`src/rtl/rd_uart_tx.sv`:
```
// Read-return tap: captures Wishbone read data once per transaction, queues it and sends it as UART 8N1.
// Define RD_UART_PARITY_EN to insert an even-parity bit (8E1 frames).
module rd_uart_tx #(
    parameter int DEPTH_LOG2   = 4,
    parameter int CLKS_PER_BIT = 434
) (
    input  logic                  clk_i,
    input  logic                  rst_i,
    input  logic                  stb_i,
    input  logic                  we_i,
    input  logic                  ack_i,
    input  logic [7:0]            dat_i,
    input  logic                  clr_ovf_i,
    output logic                  dout,
    output logic                  busy_o,
    output logic [DEPTH_LOG2:0]   level_o,
    output logic                  ovf_o
);

    localparam int                DEPTH    = 2**DEPTH_LOG2;
    localparam logic [15:0]       BIT_LAST = 16'(CLKS_PER_BIT - 1);
    localparam logic [DEPTH_LOG2:0] FULL   = (DEPTH_LOG2+1)'(DEPTH);

`ifdef RD_UART_PARITY_EN
    typedef enum logic [2:0] {IDLE, START, DATA, PARITY, STOP} state_t;
`else
    typedef enum logic [2:0] {IDLE, START, DATA, STOP} state_t;
`endif

    state_t                  r_state;
    logic [7:0]              r_mem [DEPTH];
    logic [DEPTH_LOG2-1:0]   r_wptr, r_rptr;
    logic [DEPTH_LOG2:0]     r_count;
    logic                    r_armed, r_ovf;
    logic [15:0]             r_bitcnt;
    logic [2:0]              r_idx;
    logic [7:0]              r_shift;
    logic                    r_dout, r_busy;
`ifdef RD_UART_PARITY_EN
    logic                    r_par;
`endif

    logic                    w_cap, w_full, w_pop, w_push, w_drop, w_idle_nxt;
    logic [DEPTH_LOG2:0]     w_count_nxt;

    // armed re-arms only once stb drops, so a long ack captures a single byte
    assign w_cap  = stb_i & ~we_i & ack_i & r_armed;
    assign w_full = (r_count == FULL);
    assign w_pop  = (r_state == IDLE) & (r_count != '0);
    assign w_push = w_cap & (~w_full | w_pop);
    assign w_drop = w_cap & w_full & ~w_pop;

    always_comb begin
        w_count_nxt = r_count;
        if (w_push && !w_pop)
            w_count_nxt = r_count + 1'b1;
        else if (w_pop && !w_push)
            w_count_nxt = r_count - 1'b1;
    end

    assign w_idle_nxt = ((r_state == IDLE) && (r_count == '0)) ||
                        ((r_state == STOP) && (r_bitcnt == '0));

    always_ff @(posedge clk_i) begin
        if (w_push)
            r_mem[r_wptr] <= dat_i;
    end

    always_ff @(posedge clk_i or posedge rst_i) begin
        if (rst_i) begin
            r_wptr  <= '0;
            r_rptr  <= '0;
            r_count <= '0;
            r_armed <= 1'b1;
            r_ovf   <= 1'b0;
        end else begin
            if (w_cap)
                r_armed <= 1'b0;
            else if (!stb_i)
                r_armed <= 1'b1;
            if (w_push)
                r_wptr <= r_wptr + 1'b1;
            if (w_pop)
                r_rptr <= r_rptr + 1'b1;
            r_count <= w_count_nxt;
            if (w_drop)
                r_ovf <= 1'b1;
            else if (clr_ovf_i)
                r_ovf <= 1'b0;
        end
    end

    always_ff @(posedge clk_i or posedge rst_i) begin
        if (rst_i) begin
            r_state  <= IDLE;
            r_dout   <= 1'b1;
            r_busy   <= 1'b0;
            r_bitcnt <= '0;
            r_idx    <= '0;
            r_shift  <= '0;
`ifdef RD_UART_PARITY_EN
            r_par    <= 1'b0;
`endif
        end else begin
            // busy tracks the next state/occupancy so it is a clean flop output
            r_busy <= ~w_idle_nxt | (w_count_nxt != '0);
            case (r_state)
                IDLE: begin
                    r_dout <= 1'b1;
                    if (r_count != '0) begin
                        r_shift  <= r_mem[r_rptr];
`ifdef RD_UART_PARITY_EN
                        r_par    <= ^r_mem[r_rptr];
`endif
                        r_dout   <= 1'b0;
                        r_bitcnt <= BIT_LAST;
                        r_state  <= START;
                    end
                end
                START: begin
                    if (r_bitcnt == '0) begin
                        r_dout   <= r_shift[0];
                        r_idx    <= '0;
                        r_bitcnt <= BIT_LAST;
                        r_state  <= DATA;
                    end else
                        r_bitcnt <= r_bitcnt - 1'b1;
                end
                DATA: begin
                    if (r_bitcnt == '0) begin
                        r_shift  <= r_shift >> 1;
                        r_bitcnt <= BIT_LAST;
                        if (r_idx == 3'd7) begin
`ifdef RD_UART_PARITY_EN
                            r_dout  <= r_par;
                            r_state <= PARITY;
`else
                            r_dout  <= 1'b1;
                            r_state <= STOP;
`endif
                        end else begin
                            r_idx  <= r_idx + 1'b1;
                            r_dout <= r_shift[1];
                        end
                    end else
                        r_bitcnt <= r_bitcnt - 1'b1;
                end
`ifdef RD_UART_PARITY_EN
                PARITY: begin
                    if (r_bitcnt == '0) begin
                        r_dout   <= 1'b1;
                        r_bitcnt <= BIT_LAST;
                        r_state  <= STOP;
                    end else
                        r_bitcnt <= r_bitcnt - 1'b1;
                end
`endif
                STOP: begin
                    if (r_bitcnt == '0)
                        r_state <= IDLE;
                    else
                        r_bitcnt <= r_bitcnt - 1'b1;
                end
                default: r_state <= IDLE;
            endcase
        end
    end

    assign dout    = r_dout;
    assign busy_o  = r_busy;
    assign level_o = r_count;
    assign ovf_o   = r_ovf;

endmodule

```
`config.mk`:
```
export PLATFORM = sky130hd
export DESIGN_NAME = rd_uart_tx
export DESIGN_NICKNAME = d
export VERILOG_FILES = /design/src/rtl/rd_uart_tx.sv
export SDC_FILE = /design/constraint.sdc
export NUM_CORES = 1
export LEC_CHECK = 0
export CELL_PAD_IN_SITES_DETAIL_PLACEMENT = 0
export CELL_PAD_IN_SITES_GLOBAL_PLACEMENT = 1
export CORE_ASPECT_RATIO = 1.4
export CORE_MARGIN = 3
export CORE_UTILIZATION = 28
export DETAILED_ROUTE_END_ITERATION = 10
export GPL_ROUTABILITY_DRIVEN = 0
export PLACE_DENSITY_LB_ADDON = 0.1
export SYNTH_ARGS = -nofsm -noshare
export SYNTH_HDL_FRONTEND = slang
export SYNTH_SLANG_ARGS = --single-unit
```
`constraint.sdc`:
```
create_clock -name clk_i -period 2.4 [get_ports clk_i]
set_input_delay 0.24 -clock clk_i [delete_from_list [all_inputs] [get_ports clk_i]]
set_output_delay 0.24 -clock clk_i [all_outputs]
set_load 0.03 [all_outputs]
```
Word level (Yosys, flattened, before mapping):

Memory sizes are Yosys's and may differ from the RTL's.
Cells that the tools add are included.

* bits in writable memories: 128
* output and inout bits: 8
* memories: 1
* flip-flop bits (word level): 47
* logic and storage cells: 96
* input port bits: 14

* add/subtract/negate cells: 6
* equality and inequality tests: 13
* muxes and demuxes: 29
* bitwise gates (word level): 13
* reductions and logical operators: 23

Memory list
* r_mem: depth 16, bits a word 8, rd ports 1, clocked after memory_dff 0, wr ports 1, RTL line 31 `logic [7:0] r_mem [DEPTH];`

Operators by type and width (number)
* 16-bit two-way mux: 3
* 16-bit case mux with 3 select lines: 1
* 3-bit two-way mux: 7
* 16-bit zero test: 1
* 8-bit two-way mux: 2
* 8-bit case mux with 2 select lines: 1
* 16-bit by 1-bit subtractor with 16-bit output, second input constant: 1
* 3-bit case mux with 4 select lines: 1
* 1-bit two-way mux: 10
* 5-bit two-way mux: 2
* 2-bit != test, second input constant: 5
* 5-bit nonzero test: 2
* 3-bit AND reduction: 3
* 4-bit by 1-bit adder with 4-bit output, second input constant: 2
* 1-bit bitwise AND: 7
* 3-bit by 2-bit == test with 1-bit output, second input constant: 2
* 2-bit by 1-bit != test with 1-bit output, second input constant: 3
* 3-bit case mux with 2 select lines: 1
* 2-bit nonzero test: 3
* 3-bit nonzero test: 2
* 5-bit by 1-bit adder with 5-bit output, second input constant: 1
* 5-bit == test, second input constant: 1
* 5-bit zero test: 1
* 5-bit AND reduction: 1
* 13 further kinds: 21

Logic depth before layout (Yosys ltp):

Gate-level depths: netlist (run 1).

* depth after elaboration: 11
* depth in mapped cells: 9
* gate-level depth less buffers: 7

Worst setup path before layout (run 1):

OpenSTA, ideal clock, no wires.

* kind: reg2reg
* start: register r_count[0], in the netlist level_o[0]
* end: memory r_mem[3][0], enable pin
* path buffers: 2
* library setup time: 383 ps
* clock period less this slack: 2684 ps
* setup slack: -284 ps
* stages on the path, launching flop included: 9
* data arrival time: 2300 ps
* required time: 2017 ps
* cell sequence: dfrtp_1 -> inv_1 -> ha_1 -> or3b_1 -> clkbuf_1 -> o21a_1 -> buf_4 -> nand2_1 -> nor3_1

* word-level cells in the longest chain between the ends: 6
* elaborated cells between the ends (all ways): 8
* those cells by class: 1 x eq/ne; 2 x mux; 4 x bitwise; 1 x reduce/logical

RTL lines
* from (decl): RTL line 33 `logic [DEPTH_LOG2:0] r_count;`
* from (signal assigned): RTL line 85 `r_count <= w_count_nxt;`
* 5-bit nonzero test or 5-bit == test (tied branches): RTL line 49, 48
* 1-bit bitwise AND or 1-bit NOT (tied branches): RTL line 49, 50
* 1-bit OR (*): RTL line 50 `assign w_push = w_cap & (~w_full | w_pop);`
* 1-bit bitwise AND (*): RTL line 50
* 1-bit two-way mux (*): RTL line 65 `if (w_push)`
* 1-bit two-way mux (not written as such) (*): RTL line 66 `r_mem[r_wptr] <= dat_i;`
* to (decl): RTL line 31

Every way passes the cells marked *; elsewhere a longest branch is shown, timed or not.

Final worst setup path (run 1):

* start: register r_count[0], in the netlist level_o[0]
* end: register r_busy, in the netlist busy_o

* word-level cells in the longest chain between the ends: 10
* elaborated cells between the ends (all ways): 20
* those cells by class: 2 x add/sub; 1 x eq/ne; 2 x mux; 6 x bitwise; 9 x reduce/logical

RTL lines
* 5-bit nonzero test or 5-bit == test (tied branches): RTL line 49, 48
* 1-bit bitwise AND or 1-bit NOT (tied branches): RTL line 49, 50
* 1-bit OR: RTL line 50
* 1-bit bitwise AND: RTL line 50
* 1-bit zero test: RTL line 57 `else if (w_pop && !w_push)`
* 1-bit logical AND: RTL line 57
* 5-bit two-way mux: RTL line 57
* 5-bit two-way mux (*): RTL line 55 `if (w_push && !w_pop)`
* named net w_count_nxt[0]: RTL line 44 `logic [DEPTH_LOG2:0] w_count_nxt;`
* 5-bit nonzero test (*): RTL line 106 `r_busy <= ~w_idle_nxt | (w_count_nxt != '0);`
* 1-bit OR (*): RTL line 106
* to (signal assigned): RTL line 106
* to (decl): RTL line 38 `logic r_dout, r_busy;`

Mark *: on every way through the listed nets, which the timed path passes. The rest lies on a longest branch.
A chain may end at the register's enable or synchronous reset.

==> metrics.txt, run 1 <==
status finished, final reports clean; clock buffer count from CTS 17; # nets final 602; combinational share of power 10.8%; post-synthesis mux area share a little under an eighth; clock skew around 0.011 ns; num ports 22; min cycle time layout about 2.4 ns; most frequent cells in the layout edfxtp_1, dfrtp_1, buf_4, mux2i_1, nand2_1; CP Data Required Time around 2.7 ns; Setup Total Neg Slack 0 ns; final setup fails 0; Warnings, synthesis 0; Final Cycle Share between 90% and 100%; WS Path Type flip-flop to flip-flop; Core Util, Final a little over a third; Chip Width about 150 um; largest fanout on the critical path 5; Placed Area about 8600 um^2; First DRT Iteration DRCs about 200; sequential fraction of the synthesis area about 65%; cts hold-fix bufs 0; slew at the pin closest to its max-slew limit ~0.86 ns; pre-CTS WS -0.196 ns; simple-gate share of the synthesized area 7.87%; RSZ-0062 raised after global routing true; vias post-DR 4,503; Core Region approximately 27,000 um^2; Initial DRT Pass Iterations 5; GR Overflow Total 0; Psw ~1.7 mW; Slew Viols, Final 0; vias in the first global route 4,745; Clock Sinks approximately 170; maximum level of the CTS H-tree 4; Starting Density between 20% and 30%; Startpoint Class flip-flop; largest net degree at the start of global routing 32; Syn Inst Count between 500 and 600; VDD IR max roughly 0.42 mV; Clock transition at path regs ~0.070 ns; GRT met2 Usage 24.9%; min-delay worst type primary input to async pin; final-report hold violation count 0; Routed WL around 19,000 um; Vias/cell 4.77; ranking of synthesized cells by area edfxtp_1, dfrtp_1, mux4_2; Final ANT Viol Nets 0; Die Y between 200 and 250 um; max_slew headroom roughly 42%; # rows 70; Adder-Cell Fraction of Synth Area between 2 and 2.5%; Post-Synth XOR/XNOR Area between 1.5 and 2%; GRT Max-Usage Layer met2; dominant combinational cell family by area after synthesis multiplexers; Max Buffers Root-to-Sink 2; commonest non-fill, non-tap cell in the layout edfxtp_1; Post-synth EDFFs ~130; initial antenna violation count 0; setup ws final ~0.044 ns; biggest area consumer among synthesized cells edfxtp_1; Synth Flop Type edfxtp_1; max cap viols 0; TritonCTS clock tree built; P_leak about 3.4 nW; post-DP HPWL between 10,000 and 15,000 um; WL/cell between 15 and 20 um; share of the synthesized area in the top cell type between 50% and 60%; routing usage on met1 14.7%; Post-synth ARST share 26.4%; input/output buffers 21; synthesis-to-layout area growth 20.6%; met3 GRT Util between 2 and 3%; switch share 24.8%; Antenna Diode Count 0; Clock Power Share between 30% and 40%; post-route cell area 9220 um^2; PwrDens 750 nW/um^2; clk_lat worst skew 0.43 ns; Compound-Gate Fraction of Synth Area 8.81%; CP arrival 2.66 ns; WHS between 0.1 and 0.15 ns; Die ar. 29,300 um^2; Post-Syn Area per Cell about 15 um^2; post-synthesis cell area roughly 7600 um^2; FMAX roughly 420 MHz; Root Driver clkbuf_16; Remaining DRCs 0; first-pass GRT wire length ~29,000 um; Pint 5.20 mW; CP Capture Type flip-flop; Yosys cell types 64; layout cells sized above 1 23.6%; Total GRT Usage 13.2%; Reg power frac between 50% and 60%; Yosys reg bits between 150 and 200; Net Count, Synth around 540
logic make-up after synthesis:
| family | Yosys count |
|---|---|
| compound gates | 96 |
| xor+xnor | 14 |
| fa+ha+maj | 15 |
| flops | 174 |
| simple gates | 113 |
| mux | 64 |
| buf+inv | 38 |
final timing paths:
| kind | startpoint | end | slack [ns] | cells after the start |
|---|---|---|---|---|
| worst max register to register | level_o[0] | busy_o | 0.04 | 8 |
| worst min register to register | r_armed | r_armed | 0.49 | 2 |
| worst min-delay path | rst_i | level_o[2] | 0.15 | 2 |
| worst max-delay path | level_o[0] | busy_o | 0.04 | 8 |
| min in group clk_i | stb_i | r_armed | 0.37 | 2 |
| max in group asynchronous | rst_i | dout | 1.56 | 3 |
state kept, by name, summed over array words and instances (netlist names):
name      cells
busy_o        1
dout          1
level_o       5
ovf_o         1
r_armed       1
r_bitcnt     16
r_idx         3
r_mem       128
r_rptr        4
r_shift       8
r_state       2
r_wptr        4
worst max-delay path, stage by stage (launching register included):
cell,delay [ns]
dfrtp_2,0.40
inv_1,0.08
ha_2,0.21
or3b_1,0.38
buf_4,0.17
o221ai_1,0.18
a221oi_2,0.13
nor4_2,0.23
or4b_1,0.45
per-stage QoR:
step,instances,power (mW)
2_1_floorplan,514,3.91
3_3_place_gp,914,4.24
3_5_place_dp,914,4.24
4_1_cts,945,6.98
5_1_grt,945,7.23
6_report,945,6.92
what timing repair did:
item	CTS	global route
pin swaps	0	0
setup buffers	0	0
gates cloned	0	0
gates resized for setup	4	20
setup endpoints to repair	31	119
layer usage:
metal / share of wire [%] / up-vias / wire, um
li1: - / 2127 / -
met1: 40 / 2291 / 7430
met2: 56 / 70 / 10400
met3: 3.0 / 15 / 555
met4: 1.3 / 0 / 246
met5: 0 / - / 0
power by group through the flow:
stage          Combinational, mW  Clock (mW)  Sequential (mW)
5_1_grt                    0.824        2.92             3.49
6_report                   0.748        2.69             3.47
4_1_cts                    0.739        2.79             3.45
3_5_place_dp               0.724           0             3.51
3_3_place_gp               0.727           0             3.51
2_1_floorplan              0.376           0             3.53
synth_stat cells, types with 4 or more instances:
library cell    n
xor2_1          4
o21ai_0        21
or2_2           4
nand4_1         6
inv_1          15
xnor2_1        10
clkbuf_1       11
a31oi_1        10
a21o_1          4
nor3_1          8
a22oi_1         8
a21oi_1        12
o22ai_1         5
dfrtp_1        44
nand2_1        30
nand3_1         8
ha_1           15
mux2_2          8
nand2b_1        4
a22o_1          4
buf_4           5
mux2i_1        36
mux4_2         19
nor2_1         30
a32oi_1         7
edfxtp_1      128
final cells by class:
class                   count  area [um^2]
fillers                  2534        17300
flip-flops and latches    174         5000
multi-input cells         302         2580
repair buffers             63          563
well taps                 360          450
clock buffers              19          433
clock inverters            12          138
inverters                  15         56.3
Note: power is estimated with default switching activity, not from simulation.
==> run 2, diff against run 1 <==
--- a/config.mk
+++ b/config.mk
@@ -5,6 +5,7 @@
 export SDC_FILE = /design/constraint.sdc
 export NUM_CORES = 1
 export LEC_CHECK = 0
+export CAP_MARGIN = 15
 export CELL_PAD_IN_SITES_DETAIL_PLACEMENT = 0
 export CELL_PAD_IN_SITES_GLOBAL_PLACEMENT = 1
 export CORE_ASPECT_RATIO = 1.4
==> results of run 2 <==
Same layout as run 1: the final DEF is identical, and so are final timing and power.
